File: src/rtl/rom_port_arbiter.sv
// Round-robin arbiter sharing one genrom read port between instruction fetch and data load.
// Each access runs IDLE -> WAIT (LATENCY cycles) -> RESP (one-cycle ack) -> IDLE.
module rom_port_arbiter #(
  parameter int unsigned AW      = 4,
  parameter int unsigned EXTRA   = 4,
  parameter int unsigned LATENCY = 1
) (
  input  logic                      clk_i,
  input  logic                      rst_ni,
  // Fetch requester
  input  logic                      f_req_i,
  input  logic [AW:0]               f_addr_i,
  input  logic [EXTRA-1:0]          f_extra_i,
  output logic                      f_ack_o,
  output logic [(2**EXTRA)*8-1:0]   f_data_o,
  output logic                      f_error_o,
  // Data requester
  input  logic                      d_req_i,
  input  logic [AW:0]               d_addr_i,
  input  logic [EXTRA-1:0]          d_extra_i,
  output logic                      d_ack_o,
  output logic [(2**EXTRA)*8-1:0]   d_data_o,
  output logic                      d_error_o,
  // Bound windows
  input  logic [AW:0]               code_lower_i,
  input  logic [AW:0]               code_upper_i,
  input  logic [AW:0]               data_lower_i,
  input  logic [AW:0]               data_upper_i,
  // genrom port
  output logic [AW:0]               mem_addr_o,
  output logic [EXTRA-1:0]          mem_extra_o,
  output logic [AW:0]               mem_lower_bound_o,
  output logic [AW:0]               mem_upper_bound_o,
  input  logic [(2**EXTRA)*8-1:0]   mem_data_i,
  input  logic                      mem_error_i,
  output logic                      busy_o
);

  localparam int unsigned DW     = (2**EXTRA) * 8;
  localparam logic [2:0]  LatCnt = 3'(LATENCY);
  localparam logic        OwnFetch = 1'b0;
  localparam logic        OwnData  = 1'b1;

  typedef enum logic [1:0] {StIdle, StWait, StResp} state_e;

  state_e            state_q, state_d;
  logic [2:0]        cnt_q, cnt_d;
  logic              owner_q, owner_d;
  logic              last_q, last_d;
  logic              pick;
  logic [AW:0]       mem_addr_q, mem_addr_d;
  logic [EXTRA-1:0]  mem_extra_q, mem_extra_d;
  logic [AW:0]       mem_lower_q, mem_lower_d;
  logic [AW:0]       mem_upper_q, mem_upper_d;
  logic              f_ack_q, f_ack_d;
  logic              d_ack_q, d_ack_d;
  logic [DW-1:0]     f_data_q, f_data_d;
  logic [DW-1:0]     d_data_q, d_data_d;
  logic              f_error_q, f_error_d;
  logic              d_error_q, d_error_d;

  // On a tie the requester that did not win last time gets the port.
  assign pick = (f_req_i && d_req_i) ? ~last_q : d_req_i;

  always_comb begin
    state_d     = state_q;
    cnt_d       = cnt_q;
    owner_d     = owner_q;
    last_d      = last_q;
    mem_addr_d  = mem_addr_q;
    mem_extra_d = mem_extra_q;
    mem_lower_d = mem_lower_q;
    mem_upper_d = mem_upper_q;
    f_ack_d     = 1'b0;
    d_ack_d     = 1'b0;
    f_data_d    = f_data_q;
    d_data_d    = d_data_q;
    f_error_d   = f_error_q;
    d_error_d   = d_error_q;

    case (state_q)
      StIdle: begin
        if (f_req_i || d_req_i) begin
          owner_d = pick;
          last_d  = pick;
          cnt_d   = LatCnt;
          state_d = StWait;
          if (pick == OwnData) begin
            mem_addr_d  = d_addr_i;
            mem_extra_d = d_extra_i;
            mem_lower_d = data_lower_i;
            mem_upper_d = data_upper_i;
          end else begin
            mem_addr_d  = f_addr_i;
            mem_extra_d = f_extra_i;
            mem_lower_d = code_lower_i;
            mem_upper_d = code_upper_i;
          end
        end
      end
      StWait: begin
        if (cnt_q <= 3'd1) begin
          state_d = StResp;
          if (owner_q == OwnData) begin
            d_ack_d   = 1'b1;
            d_data_d  = mem_data_i;
            d_error_d = mem_error_i;
          end else begin
            f_ack_d   = 1'b1;
            f_data_d  = mem_data_i;
            f_error_d = mem_error_i;
          end
        end else begin
          cnt_d = cnt_q - 3'd1;
        end
      end
      // The ack-clear edge never accepts a new request.
      StResp:  state_d = StIdle;
      default: state_d = StIdle;
    endcase
  end

  always_ff @(posedge clk_i or negedge rst_ni) begin
    if (!rst_ni) begin
      state_q     <= StIdle;
      cnt_q       <= '0;
      owner_q     <= OwnFetch;
      last_q      <= OwnData;
      mem_addr_q  <= '0;
      mem_extra_q <= '0;
      mem_lower_q <= '0;
      mem_upper_q <= '0;
      f_ack_q     <= 1'b0;
      d_ack_q     <= 1'b0;
      f_data_q    <= '0;
      d_data_q    <= '0;
      f_error_q   <= 1'b0;
      d_error_q   <= 1'b0;
    end else begin
      state_q     <= state_d;
      cnt_q       <= cnt_d;
      owner_q     <= owner_d;
      last_q      <= last_d;
      mem_addr_q  <= mem_addr_d;
      mem_extra_q <= mem_extra_d;
      mem_lower_q <= mem_lower_d;
      mem_upper_q <= mem_upper_d;
      f_ack_q     <= f_ack_d;
      d_ack_q     <= d_ack_d;
      f_data_q    <= f_data_d;
      d_data_q    <= d_data_d;
      f_error_q   <= f_error_d;
      d_error_q   <= d_error_d;
    end
  end

  assign f_ack_o           = f_ack_q;
  assign d_ack_o           = d_ack_q;
  assign f_data_o          = f_data_q;
  assign d_data_o          = d_data_q;
  assign f_error_o         = f_error_q;
  assign d_error_o         = d_error_q;
  assign mem_addr_o        = mem_addr_q;
  assign mem_extra_o       = mem_extra_q;
  assign mem_lower_bound_o = mem_lower_q;
  assign mem_upper_bound_o = mem_upper_q;
  assign busy_o            = (state_q != StIdle);

endmodule

File: config.mk
export PLATFORM = sky130hd
export DESIGN_NAME = rom_port_arbiter
export DESIGN_NICKNAME = d
export VERILOG_FILES = /design/src/rtl/rom_port_arbiter.sv
export SDC_FILE = /design/constraint.sdc
export NUM_CORES = 1
export LEC_CHECK = 0
export BUFFER_PORTS_ARGS = -buffer_cell sky130_fd_sc_hd__buf_2
export CORE_AREA = 2 2 173 175
export CTS_BUF_LIST = sky130_fd_sc_hd__clkbuf_4
export CTS_CLUSTER_DIAMETER = 50
export CTS_CLUSTER_SIZE = 8
export DETAILED_ROUTE_END_ITERATION = 6
export DIE_AREA = 0 0 175 177
export HOLD_SLACK_MARGIN = 0.05
export PLACE_DENSITY_LB_ADDON = 0.05
export SLEW_MARGIN = 20
export SYNTH_ARGS = -nofsm -noshare
export SYNTH_HDL_FRONTEND = slang
export SYNTH_SLANG_ARGS = --single-unit
File: constraint.sdc
create_clock -name clk_i -period 4.5 [get_ports clk_i]
set_input_delay 0.45 -clock clk_i [delete_from_list [all_inputs] [get_ports clk_i]]
set_output_delay 0.45 -clock clk_i [all_outputs]
set_load 0.01 [all_outputs]
==> flow_metrics.tcl <==
set metrics [dict create \
    synth-seq-cells 286 \
    p_leak_nw 8.32 \
    clkPwrFrac 0.115 \
    die_x_um 175 \
    synthFlopType "dfrtp_1" \
    max_stage_delay_ns 0.79 \
    synthTopCellsByArea "dfrtp_1 61%, mux2_4 25%, mux2_2 5.8%, buf_6 2.1%, mux2i_1 1.7%" \
    end_kind "flip-flop" \
    cts.sinks 286 \
    wl_per_cell_um 18.7 \
    r2r_setup_slack_ns 1.55 \
    rr_worst_depth 6 \
    syn_area_per_cell_um2 17.5 \
    yosysSeqAreaShare 0.610 \
    cts_hold_buf 133 \
    dp.final_hpwl_mm 21.1 \
    cts_tree "built" \
    swShare 0.350 \
    ioPinCount 451 \
    clockRootBuffer "clkbuf_4" \
    numPortBuffers 450 \
    clk_path_buf_depth 3 \
    finalMaxSlewViolations 0 \
    fin_hold_ws_ns 0.127 \
    synthArstFlopShare 1.00 \
    finalCritPeriodShare 0.655 \
    cts_max_level 2 \
    cts_resized 0 \
    drtPass1Iterations 4 \
    p_per_area_mw_per_mm2 724 \
    ys.warnings.count 0 \
    area_growth_pct 36.1 \
    power.internal_mw 7.52 \
    pre_cts_slack_ns 1.53 \
    first_global_vias 8217 \
    power.switching_mw 4.05 \
    cts_buffers 42 \
    synth_area_mm2 0.0117 \
    clk_pin_slew_ns 0.09 \
    netlist_instances 672 \
    layout.nets 1440 \
    status "complete, no violations" \
    die_h_um 177 \
    r2r_start "cnt_q[1]$_DFFE_PN0P_" \
    synth_cell_types 28 \
    dr.first_iter.drc_count 275 \
    min-delay-start "d_extra_i[1]" \
    fmax_ghz 0.339 \
    hold_violations 0 \
    hp-class "in -> reg" \
    critPathMaxFanout 53 \
    core_area_mm2 0.0292 \
    rsz0062_at_grt "false" \
    crit_required_ns 5.03 \
    path_cells "inv_1 -> ha_1 -> o21ba_1 -> or4_4 -> buf_4 -> mux2_4" \
    worstPathArrival_ns 3.47 \
    layout-drive-gt1-share 0.606 \
    setup_ws_ns 1.55 \
    hold_end "mem_extra_o[1]$_DFFE_PN0P_" \
    slew_headroom 0.314 \
    syn_nets 845 \
    cp-start-kind "flip-flop" \
    grt_first_pass_wirelength_mm 47.7 \
    fill_cells 2540 \
    final_antenna_net_count 0 \
    synth_top_area_cell "dfrtp_1" \
    antenna_found_initial 1 \
    ir_drop_mv 0.344 \
    gp_congestion 0.740 \
    synth_top_area_frac 0.608 \
    reg2reg_to "f_data_o[26]$_DFFE_PN0P_" \
    cpMaxStageDelayCell "or4_4" \
    post_cts_buffers 0 \
    crit_type "reg -> reg" \
    grt.total_usage 0.197 \
    synth_edf_count 0 \
    overflow 0 \
    drc 0 \
    seq_power_share 0.396 \
    vias_per_cell 4.68 \
    grt_max_degree 118 \
    layout_min_cycle_time_ns 2.95 \
    p_comb_frac 0.489 \
    worst_pin_slew_ns 1.03 \
    power_mw 11.6 \
    num_rows 63 \
    maxCapViolCount 0 \
    skew_ns 0.0183 \
    clock_latency_ns 0.65 \
    wl_mm 31.0 \
    finalSetupViolations 0 \
    initial_utilization 0.401 \
    hold_path_depth 3 \
    setup_tns_ns 0 \
    vias 7789 \
    dieArea_mm2 0.0310 \
]
synthesized netlist by cell type, types with 2 or more instances:
master / instances
dfrtp_1: 285
a31o_2: 2
nand2_1: 2
mux2_2: 60
buf_6: 22
a21oi_1: 21
mux2_4: 198
ha_1: 2
nor3_1: 2
mux2i_1: 20
clkbuf_1: 12
inv_1: 6
buf_1: 3
a31oi_1: 20
buf_2: 4
cell families after synthesis:
logic type	after synthesis	synth area share
multiplexers	278	0.328
flip-flops	286	0.610
adder cells (fa/ha/maj)	2	0.00213
AO/OA/AOI/OAI	49	0.0255
buffers and inverters	47	0.0295
AND/OR/NAND/NOR	10	0.00501
critical path: cells and delay by family, from the launching register on:
kind                     cells  cell delay (ns)
flip-flops                   1             0.40
buffers and inverters        2             0.78
multiplexers                 1             0.35
AND/OR/NAND/NOR              1             0.79
adder cells (fa/ha/maj)      1             0.19
AO/OA/AOI/OAI                1             0.25
per-layer routing:
metal | vias up | GRT usage | wire length, µm
met4 | 0 | 0.0667 | 901
met3 | 61 | 0.0591 | 2360
met5 | - | 0 | 0
li1 | 3579 | - | -
met1 | 3848 | 0.249 | 12700
met2 | 301 | 0.324 | 15000
worst max-delay path by stage:
| stage | slack [ns] | end | cells after the start | start |
|---|---|---|---|---|
| after floorplan | 2.44 | d_data_o[100]$_DFFE_PN0P_ | 8 | cnt_q[1]$_DFFE_PN0P_ |
| after global placement | 1.57 | f_data_o[49]$_DFFE_PN0P_ | 5 | cnt_q[0]$_DFFE_PN0P_ |
| after detailed placement | 1.53 | f_data_o[37]$_DFFE_PN0P_ | 5 | cnt_q[0]$_DFFE_PN0P_ |
| after CTS | 1.50 | f_data_o[41]$_DFFE_PN0P_ | 6 | cnt_q[1]$_DFFE_PN0P_ |
| after global routing | 1.35 | f_data_o[53]$_DFFE_PN0P_ | 6 | cnt_q[1]$_DFFE_PN0P_ |
| final | 1.55 | f_data_o[26]$_DFFE_PN0P_ | 6 | cnt_q[1]$_DFFE_PN0P_ |
state kept, by name, indices dropped and copies added (netlist names):
signal             flops
d_data_o             128
f_data_o             128
mem_addr_o             5
mem_lower_bound_o      5
mem_upper_bound_o      5
mem_extra_o            4
cnt_q                  3
state_q                2
d_ack_o                1
d_error_o              1
f_ack_o                1
f_error_o              1
last_q                 1
owner_q                1
layout make-up:
class                      instances  area [µm²]  share of cell area
clock buffer                      46         345              0.0216
clock inverter                     4        16.3             0.00102
timing repair buffer             592        3700               0.232
inverter                           6        22.5             0.00141
multi-input combinational        339        4240               0.266
antenna                            1        2.50            0.000157
tap                              390         488              0.0305
sequential                       286        7160               0.448
placed cells by master (no fill, tap or decap), types with 2 or more instances in the layout:
cell / n
a21oi_1: 21
a31o_2: 2
a31oi_1: 20
buf_12: 3
buf_2: 449
buf_4: 6
clkbuf_4: 46
clkinv_1: 3
dfrtp_1: 285
dlygate4sd3_1: 133
ha_1: 2
inv_1: 6
mux2_2: 60
mux2_4: 198
mux2i_1: 20
nand2_1: 2
nor3_1: 2
power by group through the flow:
stage          sequential (mW)  combinational (mW)  clock [mW]
4_1_cts                   4.57                5.73        1.41
2_1_floorplan             5.21                2.98           0
5_1_grt                   4.75                6.04        1.51
3_3_place_gp              4.59                5.56           0
3_5_place_dp              4.59                5.63           0
6_report                  4.58                5.65        1.33
metrics by stage:
stage,cell area [µm²],std cells,util
global route,16000,1664,0.546
global placement,14300,1480,0.488
detailed placement,14300,1480,0.488
CTS,16000,1663,0.546
floorplan,11700,672,-
finish,16000,1664,0.546
(Power assumes the default switching activity.)
